==> config.mk <==
export PLATFORM = sky130hd
export DESIGN_NAME = list_sum_sched_flat
export DESIGN_NICKNAME = d
export VERILOG_FILES = /design/src/rtl/list_sum_pkg.sv /design/src/rtl/list_sum_sched_if.sv /design/src/rtl/list_sum_sched_rr_arbiter.sv /design/src/rtl/list_sum_sched.sv /design/src/flat_wrapper.sv
export SDC_FILE = /design/constraint.sdc
export NUM_CORES = 1
export LEC_CHECK = 0
export CAP_MARGIN = 20
export CELL_PAD_IN_SITES_DETAIL_PLACEMENT = 1
export CELL_PAD_IN_SITES_GLOBAL_PLACEMENT = 1
export CORE_MARGIN = 2
export CORE_UTILIZATION = 31
export CTS_BUF_LIST = sky130_fd_sc_hd__clkbuf_16
export DETAILED_ROUTE_END_ITERATION = 7
export MAX_ROUTING_LAYER = met4
export PLACE_DENSITY_LB_ADDON = 0.15
export REMOVE_ABC_BUFFERS = 1
export SETUP_SLACK_MARGIN = 0.02
export SLEW_MARGIN = 20
export SYNTH_ARGS = -nofsm -noshare
export SYNTH_HDL_FRONTEND = slang
export SYNTH_SLANG_ARGS = --single-unit
==> constraint.sdc <==
create_clock -name clk -period 5.6 [get_ports clk]
set_clock_uncertainty 0.15 [all_clocks]
set_input_delay 1.12 -clock clk [delete_from_list [all_inputs] [get_ports clk]]
set_output_delay 1.12 -clock clk [all_outputs]
set_load 0.05 [all_outputs]
==> src/rtl/list_sum_pkg.sv <==
// list_sum_pkg: shared FSM states and constants for the list-summing scheduler
package list_sum_pkg;
    typedef enum logic [1:0] {IDLE, FETCH, WAIT, DONE} state_t;
    localparam int NULL_PTR = 0;
endpackage

==> src/rtl/list_sum_sched_if.sv <==
// list_sum_sched_if: requester, node-memory and result signals of the scheduler
interface list_sum_sched_if #(parameter int N_REQ = 4, parameter int AW = 8, parameter int DW = 16);
    localparam int IW = $clog2(N_REQ);
    logic [N_REQ-1:0]    req;
    logic [N_REQ*AW-1:0] head;
    logic [N_REQ-1:0]    gnt;
    logic                busy;
    logic                mem_rd_en;
    logic [AW-1:0]       mem_addr;
    logic                mem_rd_valid;
    logic [DW-1:0]       mem_data;
    logic [AW-1:0]       mem_next;
    logic                res_valid;
    logic [IW-1:0]       res_id;
    logic [DW-1:0]       res_sum;
    logic                res_ovf;
    logic                res_err;
    modport master (
        output req, head, mem_rd_valid, mem_data, mem_next,
        input  gnt, busy, mem_rd_en, mem_addr, res_valid, res_id, res_sum, res_ovf, res_err
    );
    modport slave (
        input  req, head, mem_rd_valid, mem_data, mem_next,
        output gnt, busy, mem_rd_en, mem_addr, res_valid, res_id, res_sum, res_ovf, res_err
    );
endinterface

==> src/rtl/list_sum_sched_rr_arbiter.sv <==
// rr_arbiter: combinational round-robin pick of the first request after last
module rr_arbiter #(parameter int N_REQ = 4, localparam int IW = $clog2(N_REQ)) (
    input  logic [N_REQ-1:0] req,
    input  logic [IW-1:0]    last,
    output logic [N_REQ-1:0] gnt,
    output logic [IW-1:0]    idx
);
    logic [IW-1:0] j;
    // Scan from farthest to nearest so the nearest requester after last wins
    always_comb begin
        gnt = '0;
        idx = '0;
        j = '0;
        for (int k = N_REQ; k >= 1; k--) begin
            j = IW'((int'(last) + k) % N_REQ);
            if (req[j]) begin
                gnt = N_REQ'(1) << j;
                idx = j;
            end
        end
    end
endmodule

==> src/rtl/list_sum_sched.sv <==
// list_sum_sched: round-robin scheduler sharing one linked-list summing datapath
module list_sum_sched
    import list_sum_pkg::*;
#(
    parameter int N_REQ     = 4,
    parameter int AW        = 8,
    parameter int DW        = 16,
    parameter int MAX_NODES = 255
) (
    input logic clk,
    input logic rst,
    list_sum_sched_if.slave bus
);
    localparam int IW = $clog2(N_REQ);
    localparam int CW = $clog2(MAX_NODES + 1);
    state_t           state;
    logic [IW-1:0]    id, rr_last, arb_idx;
    logic [N_REQ-1:0] arb_gnt;
    logic [AW-1:0]    ptr, h;
    logic [DW-1:0]    sum;
    logic [CW-1:0]    cnt;
    logic             ovf, nxt_null, last_node;
    logic [DW:0]      acc;

    rr_arbiter #(.N_REQ(N_REQ)) u_arb (.req(bus.req), .last(rr_last), .gnt(arb_gnt), .idx(arb_idx));

    assign h = bus.head[arb_idx*AW +: AW];
    assign acc = {1'b0, sum} + {1'b0, bus.mem_data};
    assign nxt_null = bus.mem_next == AW'(NULL_PTR);
    assign last_node = nxt_null || cnt == CW'(MAX_NODES - 1);
    assign bus.mem_addr = ptr;
    assign bus.busy = state != IDLE;

    always_ff @(posedge clk) begin
        if (rst) begin
            state         <= IDLE;
            id            <= '0;
            rr_last       <= IW'(N_REQ - 1);
            ptr           <= '0;
            sum           <= '0;
            cnt           <= '0;
            ovf           <= 1'b0;
            bus.gnt       <= '0;
            bus.mem_rd_en <= 1'b0;
            bus.res_valid <= 1'b0;
            bus.res_id    <= '0;
            bus.res_sum   <= '0;
            bus.res_ovf   <= 1'b0;
            bus.res_err   <= 1'b0;
        end else begin
            bus.res_valid <= 1'b0;
            bus.mem_rd_en <= 1'b0;
            case (state)
                IDLE: if (|bus.req) begin
                    id      <= arb_idx;
                    bus.gnt <= arb_gnt;
                    ptr     <= h;
                    sum     <= '0;
                    cnt     <= '0;
                    ovf     <= 1'b0;
                    if (h == AW'(NULL_PTR)) begin
                        state         <= DONE;
                        bus.res_valid <= 1'b1;
                        bus.res_id    <= arb_idx;
                        bus.res_sum   <= '0;
                        bus.res_ovf   <= 1'b0;
                        bus.res_err   <= 1'b0;
                    end else begin
                        state         <= FETCH;
                        bus.mem_rd_en <= 1'b1;
                    end
                end
                FETCH: state <= WAIT;
                WAIT: if (bus.mem_rd_valid) begin
                    sum <= acc[DW-1:0];
                    ovf <= ovf | acc[DW];
                    ptr <= bus.mem_next;
                    cnt <= cnt + 1'b1;
                    if (last_node) begin
                        state         <= DONE;
                        bus.res_valid <= 1'b1;
                        bus.res_id    <= id;
                        bus.res_sum   <= acc[DW-1:0];
                        bus.res_ovf   <= ovf | acc[DW];
                        bus.res_err   <= !nxt_null;
                    end else begin
                        state         <= FETCH;
                        bus.mem_rd_en <= 1'b1;
                    end
                end
                DONE: begin
                    bus.gnt <= '0;
                    rr_last <= id;
                    state   <= IDLE;
                end
                default: state <= IDLE;
            endcase
        end
    end
endmodule
==> src/flat_wrapper.sv <==
// flat-port wrapper written by rule: the top's interface ports become plain ports
module list_sum_sched_flat import list_sum_pkg::*;
#(
    parameter int N_REQ     = 4,
    parameter int AW        = 8,
    parameter int DW        = 16,
    parameter int MAX_NODES = 255
)
  (clk, rst, bus_req, bus_head, bus_mem_rd_valid, bus_mem_data, bus_mem_next, bus_gnt, bus_busy, bus_mem_rd_en, bus_mem_addr, bus_res_valid, bus_res_id, bus_res_sum, bus_res_ovf, bus_res_err);
  list_sum_sched_if #(.N_REQ(N_REQ), .AW(AW), .DW(DW)) bus_i ();
  input logic clk;
  input logic rst;
  input wire logic [$bits(bus_i.req)-1:0] bus_req;
  input wire logic [$bits(bus_i.head)-1:0] bus_head;
  input wire logic [$bits(bus_i.mem_rd_valid)-1:0] bus_mem_rd_valid;
  input wire logic [$bits(bus_i.mem_data)-1:0] bus_mem_data;
  input wire logic [$bits(bus_i.mem_next)-1:0] bus_mem_next;
  output wire logic [$bits(bus_i.gnt)-1:0] bus_gnt;
  output wire logic [$bits(bus_i.busy)-1:0] bus_busy;
  output wire logic [$bits(bus_i.mem_rd_en)-1:0] bus_mem_rd_en;
  output wire logic [$bits(bus_i.mem_addr)-1:0] bus_mem_addr;
  output wire logic [$bits(bus_i.res_valid)-1:0] bus_res_valid;
  output wire logic [$bits(bus_i.res_id)-1:0] bus_res_id;
  output wire logic [$bits(bus_i.res_sum)-1:0] bus_res_sum;
  output wire logic [$bits(bus_i.res_ovf)-1:0] bus_res_ovf;
  output wire logic [$bits(bus_i.res_err)-1:0] bus_res_err;
  assign bus_i.req = bus_req;
  assign bus_i.head = bus_head;
  assign bus_i.mem_rd_valid = bus_mem_rd_valid;
  assign bus_i.mem_data = bus_mem_data;
  assign bus_i.mem_next = bus_mem_next;
  assign bus_gnt = bus_i.gnt;
  assign bus_busy = bus_i.busy;
  assign bus_mem_rd_en = bus_i.mem_rd_en;
  assign bus_mem_addr = bus_i.mem_addr;
  assign bus_res_valid = bus_i.res_valid;
  assign bus_res_id = bus_i.res_id;
  assign bus_res_sum = bus_i.res_sum;
  assign bus_res_ovf = bus_i.res_ovf;
  assign bus_res_err = bus_i.res_err;
  list_sum_sched #(.N_REQ(N_REQ), .AW(AW), .DW(DW), .MAX_NODES(MAX_NODES)) u_core (.clk(clk), .rst(rst), .bus(bus_i));
endmodule
==> Word level (Yosys, flattened, before mapping) <==
Index checks and enable logic that the tools add are counted.
{ "totals": {"regBits": 65, "output_inout_bits": 35, "input_bits": 63, "elab_cells": 115} }
{ "classes": {"mux": 63, "magnitude_cmp": 4, "shifts": 5, "eq_ne": 8, "n_reduce_logical": 14, "n_addsub": 6, "bitwise_logic": 1} }
{ "ops": {"columns": ["cell", "n"], "rows": [
  ["$mux W16", 6],
  ["$pmux W16 S2", 2],
  ["$mux W8", 4],
  ["$pmux W8 S2", 2],
  ["$shiftx A32 B6 Y8", 1],
  ["$mux W2", 12],
  ["$mux W1", 20],
  ["$mux W4", 5],
  ["$add A16 B16 Y17", 1],
  ["$logic_not A8 Y1", 2],
  ["$shl A1 B2 Y4 const A", 4],
  ["$lt A2 B3 Y1 const B", 4],
  ["$pmux W1 S2", 5],
  ["$add A8 B1 Y8 const B", 1],
  ["$bmux W1 S2", 4],
  ["$eq A8 B8 Y1 const B", 1],
  ["$pmux W2 S4", 1],
  ["$pmux W4 S2", 1],
  ["$ne A2 B1 Y1 const B", 3],
  ["$reduce_and A2 Y1", 3],
  ["$reduce_bool A2 Y1", 3],
  ["$reduce_and A5 Y1", 1],
  ["$add A2 B1 Y2 const B", 2],
  ["$add A2 B2 Y2 const B", 2],
  ["other kinds (10)", 11]
]} }

==> Longest topological paths before layout <==
{ "depth": {"word_depth": 12, "mapped_depth": 13, "ltp_nobuf": 12} }

==> Cells and area by module <==
A second synthesis with hierarchy kept.
{ "hier_totals": {"cells_unflattened": 480, "hier_area_um2": 4103.9} }
{ "by_module_without_submodules": {"columns": ["module", "seq_area_each_um2", "cells_each", "n_inst", "area_per_inst_um2"], "rows": [
  ["list_sum_sched", 1301.2, 420, 1, 3636.0],
  ["rr_arbiter", 0.0, 60, 1, 467.9]
]} }

==> Worst setup path after synthesis <==
Ideal clock, no wire load.
{ "synth_path": {"path_kind": "input to register", "start": "in bus_req[0]", "end": "reg u_core.bus.res_id[1]", "cell_stages": 9, "required_ns": 5.327, "setup_time_ns": 0.123, "t_arrival_ns": 4.064, "path_slack_ns": 1.263, "path_buffers": 1, "path_cell_list": "mux4_2 -> nor2b_1 -> o31ai_4 -> mux4_2 -> nor4_4 -> a21oi_4 -> nor2_8 -> buf_6 -> mux2_1"} }
{ "synth_between": {"elab_chain_len": 10, "word_cells_on_any_way": 21, "cone_classes": "2 x eq/ne; 1 x shift; 15 x mux; 3 x reduce/logical"} }
{ "synth_rtl": {"columns": ["element", "line_no", "source"], "rows": [
  ["start: declaration", "flat_wrapper.sv:13", "input wire logic [$bits(bus_i.req)-1:0] bus_req;"],
  ["$bmux W1 S2", "list_sum_sched_rr_arbiter.sv:16", "if (req[j]) begin"],
  ["$mux W1 (implied by the code)", "list_sum_sched_rr_arbiter.sv:16", null],
  ["$mux W2 (4 in series)", "list_sum_sched_rr_arbiter.sv:16", null],
  ["$shiftx A32 B6 Y8", "list_sum_sched.sv:27", "assign h = bus.head[arb_idx*AW +: AW];"],
  ["$logic_not A8 Y1", "list_sum_sched.sv:61", "if (h == AW'(NULL_PTR)) begin"],
  ["$ne A2 B1 Y1 (no source line)", null, null],
  ["$reduce_and A5 Y1 (no source line)", null, null],
  ["end signal: assignment", "list_sum_sched.sv:64", "bus.res_id <= arb_idx;"],
  ["end signal: assignment", "list_sum_sched.sv:82", "bus.res_id <= id;"],
  ["end: declaration", "list_sum_sched_if.sv:24", "output gnt, busy, mem_rd_en, mem_addr, res_valid, res_id, res_sum, res_ovf, res_err"]
]} }
Several ways; a longest one is shown, not always the timed one. The select of a mux whose other input is x is not followed.
A chain may end at the register's enable or synchronous reset.

==> Final worst setup path <==
{ "layout_path": {"start": "in bus_req[2]", "end": "reg u_core.bus.res_id[1]"} }
Same word-level chain as after synthesis.

==> qor.csv <==
stage,metric,value,unit
synth,synth_top_area_frac,0.324,
clock_network,cts_root_buffer,clkbuf_16,
finish,mostFrequentLayoutCell,clkdlybuf4s50_1,
critical_path,critPathArrivalTime,4.98,ns
pwr,combPwrFrac,0.359,
pwr,p_int,0.00101,W
synth,syn_inst,454,
placed_design,gp_congestion,0.920,
detailed_routing,vias,3734,
pwr,power.switching,0.000592,W
clock_network,clockBufferDepth,2,
placed_design,portBuffers,97,
synth,synth_flop_cell,dfxtp_1,
global_route,grt_pass1_vias,3891,
timing,worst_slack,0.688,ns
timing,worst_pin_slew,1.12,ns
synth,async_flop_share,0,
global_route,grt_pass1_wl,20400,um
critical_path,cpMostUsedCell,mux4_2,
pwr,cellLeakagePower,2.12,nW
critical_path,worst-endpoint-required,5.67,ns
global_route,grt_start_max_net_pins,51,
finish,layout.nets,635,
synth,synth_area_leaders,"dfxtp_1 32%, ha_1 8.1%, mux4_2 6.2%",
floorplanning,initial_core_util,0.319,
placed_design,place_ws,0.298,ns
critical_path,max_stage_delay,0.63,ns
clock_network,htreeDepth,3,
timing,min_period_over_period,0.877,
floorplanning,dieArea,0.0139,sq mm
critical_path,crit_path_end_kind,register,
detailed_routing,drt_iter0_drc,149,
clock_network,clock_latency,0.34,ns
timing,hold_viol_final,0,
detailed_routing,vias_per_cell,5.18,
clock_network,post-cts-setup-buffer-count,0,
critical_path,start_kind,input port,
timing,report.final.slew_viol_count,0,
synth,synth_area,0.00402,sq mm
pwr,power.share.switching,0.369,
floorplanning,ioPinCount,98,
clock_network,cts-resized-gates,0,
finish,diodes,0,
floorplanning,dieHeight,118,um
synth,syn-mean-instance-area,8.85,sq um
finish,area_growth,34.5,%
synth,ys_types,54,
timing,setup_viol,0,
timing,slew-limit-headroom,0.253,
critical_path,rrSetupSlack,0.80,ns
detailed_routing,wl_per_cell,17.4,um
critical_path,worst_path_max_delay_cell,mux4_2,
timing,rsz0062_at_grt,no,
clock_network,cts_hold_buf,0,
pwr,clock_power_share,0.309,
critical_path,cp_max_fo,15,
critical_path,path_cells,"clkdlybuf4s50_1, mux4_2, nor2b_1, o31ai_4, mux4_2, nor4_4, a21oi_4, nor2_8, mux2_1",
timing,fin_crit,4.91,ns
pwr,pwr-share-seq,0.331,
synth,ys_warn_count,0,
clock_network,cts_sinks,65,
global_route,antenna_found_initial,0,
placed_design,dpl_cell_area,0.00515,sq mm
floorplanning,fp-row-count,41,
synth,seq_area_frac_synth,0.324,
finish,layout_common_cells,"96 x clkdlybuf4s50_1, 65 x dfxtp_1, 57 x nand2_1",
floorplanning,core,0.0126,sq mm
placed_design,hpwl,9410,um
clock_network,numCtsBuffers,9,
synth,synth_edf_count,0,
detailed_routing,postRouteAntennaNets,0,
run,max_cap_violations,0,
detailed_routing,drc,0,
timing,whs,0.309,ns
synth,yosysTopAreaCell,dfxtp_1,
clock_network,cts_tree,built,
run_status,outcome,finished clean,
global_route,gr-usage-all-layers,0.189,
pwr,vdd_drop_max,0.000133,V
floorplanning,die_w,118,um
hold_path,holdCritPathClass,register to register,
clock_network,clk_pin_slew,0.05,ns
timing,tns,0,ns
global_route,grt.overflow.total,0,
detailed_routing,dr.pass1.iters,4,
critical_path,crit_type,input port to register,
pwr,total_power,0.00160,W
timing,max_clock_freq,0.204,GHz
finish,final_area,0.00541,sq mm
pwr,power_density,296,mW/mm^2
finish,drive_gt1_frac,0.0801,
detailed_routing,drt-total-wl,12600,um
synth,ys_ff_latch,65,
==> power groups by stage <==
stage / registers (W) / logic [W] / clock network (W)
floorplan: 0.000624 / 0.000279 / 0
global placement: 0.000539 / 0.000565 / 0
detailed placement: 0.000541 / 0.000578 / 0
CTS: 0.000531 / 0.000581 / 0.000509
global route: 0.000537 / 0.000622 / 0.000528
finish: 0.000531 / 0.000575 / 0.000496
==> worst paths after layout <==
path | startpoint | endpoint | cells after the start
min | u_core.sum[9]$_SDFFE_PP0P_ | u_core.sum[9]$_SDFFE_PP0P_ | 2
min reg2reg | u_core.sum[9]$_SDFFE_PP0P_ | u_core.sum[9]$_SDFFE_PP0P_ | 2
max | bus_req[2] | u_core.bus.res_id[1]$_SDFFE_PP0P_ | 9
max reg2reg | u_core.rr_last[0]$_SDFFE_PP1P_ | u_core.bus.res_id[1]$_SDFFE_PP0P_ | 10
==> synthesized netlist by cell type (8+ instances only) <==
cell type,number
dfxtp_1,65
nand2_1,57
nor2_1,38
a21oi_1,34
ha_1,26
nor3_1,20
clkbuf_1,19
inv_1,17
mux2i_1,14
nand3_1,13
mux4_2,11
nor2b_1,10
o21ai_0,10
a311oi_1,8
xnor2_1,8
==> metal layers <==
metal,vias to the layer above,routed length (um),share of wire,GRT usage
met1,1818,5900,0.47,0.244
met4,0,155,0.012,0.0572
met2,65,6090,0.48,0.303
met3,13,420,0.033,0.0329
li1,1838,-,-,-
met5,-,0,0,-
==> cell families after synthesis <==
family | Yosys count | synth area share
fa+ha+maj | 27 | 0.0859
simple gates | 162 | 0.194
flops | 65 | 0.324
mux | 31 | 0.113
buf+inv | 42 | 0.0423
xor+xnor | 15 | 0.0327
compound gates | 112 | 0.208
==> registers in the layout, summed over array words and instances, names as in the netlist <==
signal and count:
u_core.ovf 1, u_core.sum 16, u_core.id 2, u_core.bus.res_valid 1, u_core.cnt 8, u_core.bus.mem_rd_en 1
u_core.bus.res_id 2, u_core.bus.res_ovf 1, u_core.bus.gnt 4, u_core.bus.res_sum 16, u_core.bus.res_err 1, u_core.state 2
u_core.rr_last 2, u_core.bus.mem_addr 8
==> metrics by stage <==
step	cells	utilization
floorplan	430	-
detailed placement	706	0.408
CTS	721	0.428
global placement	706	0.408
global route	721	0.428
finish	721	0.428
==> area by class of cell <==
| class | instances | area, sq um |
|---|---|---|
| fillers | 1505 | 7210 |
| multi-input cells | 347 | 2550 |
| flip-flops and latches | 65 | 1300 |
| repair buffers | 104 | 1020 |
| inverters | 18 | 67.6 |
| clock inverters | 6 | 27.5 |
| clock buffers | 9 | 225 |
| well taps | 172 | 215 |
==> critical path: cells and delay by family <==
| kind | cells | cell delay, ns |
|---|---|---|
| buf+inv | 1 | 0.55 |
| compound gates | 2 | 0.74 |
| simple gates | 3 | 0.97 |
| mux | 3 | 1.58 |
No activity file was read; power rests on OpenSTA's default activity.
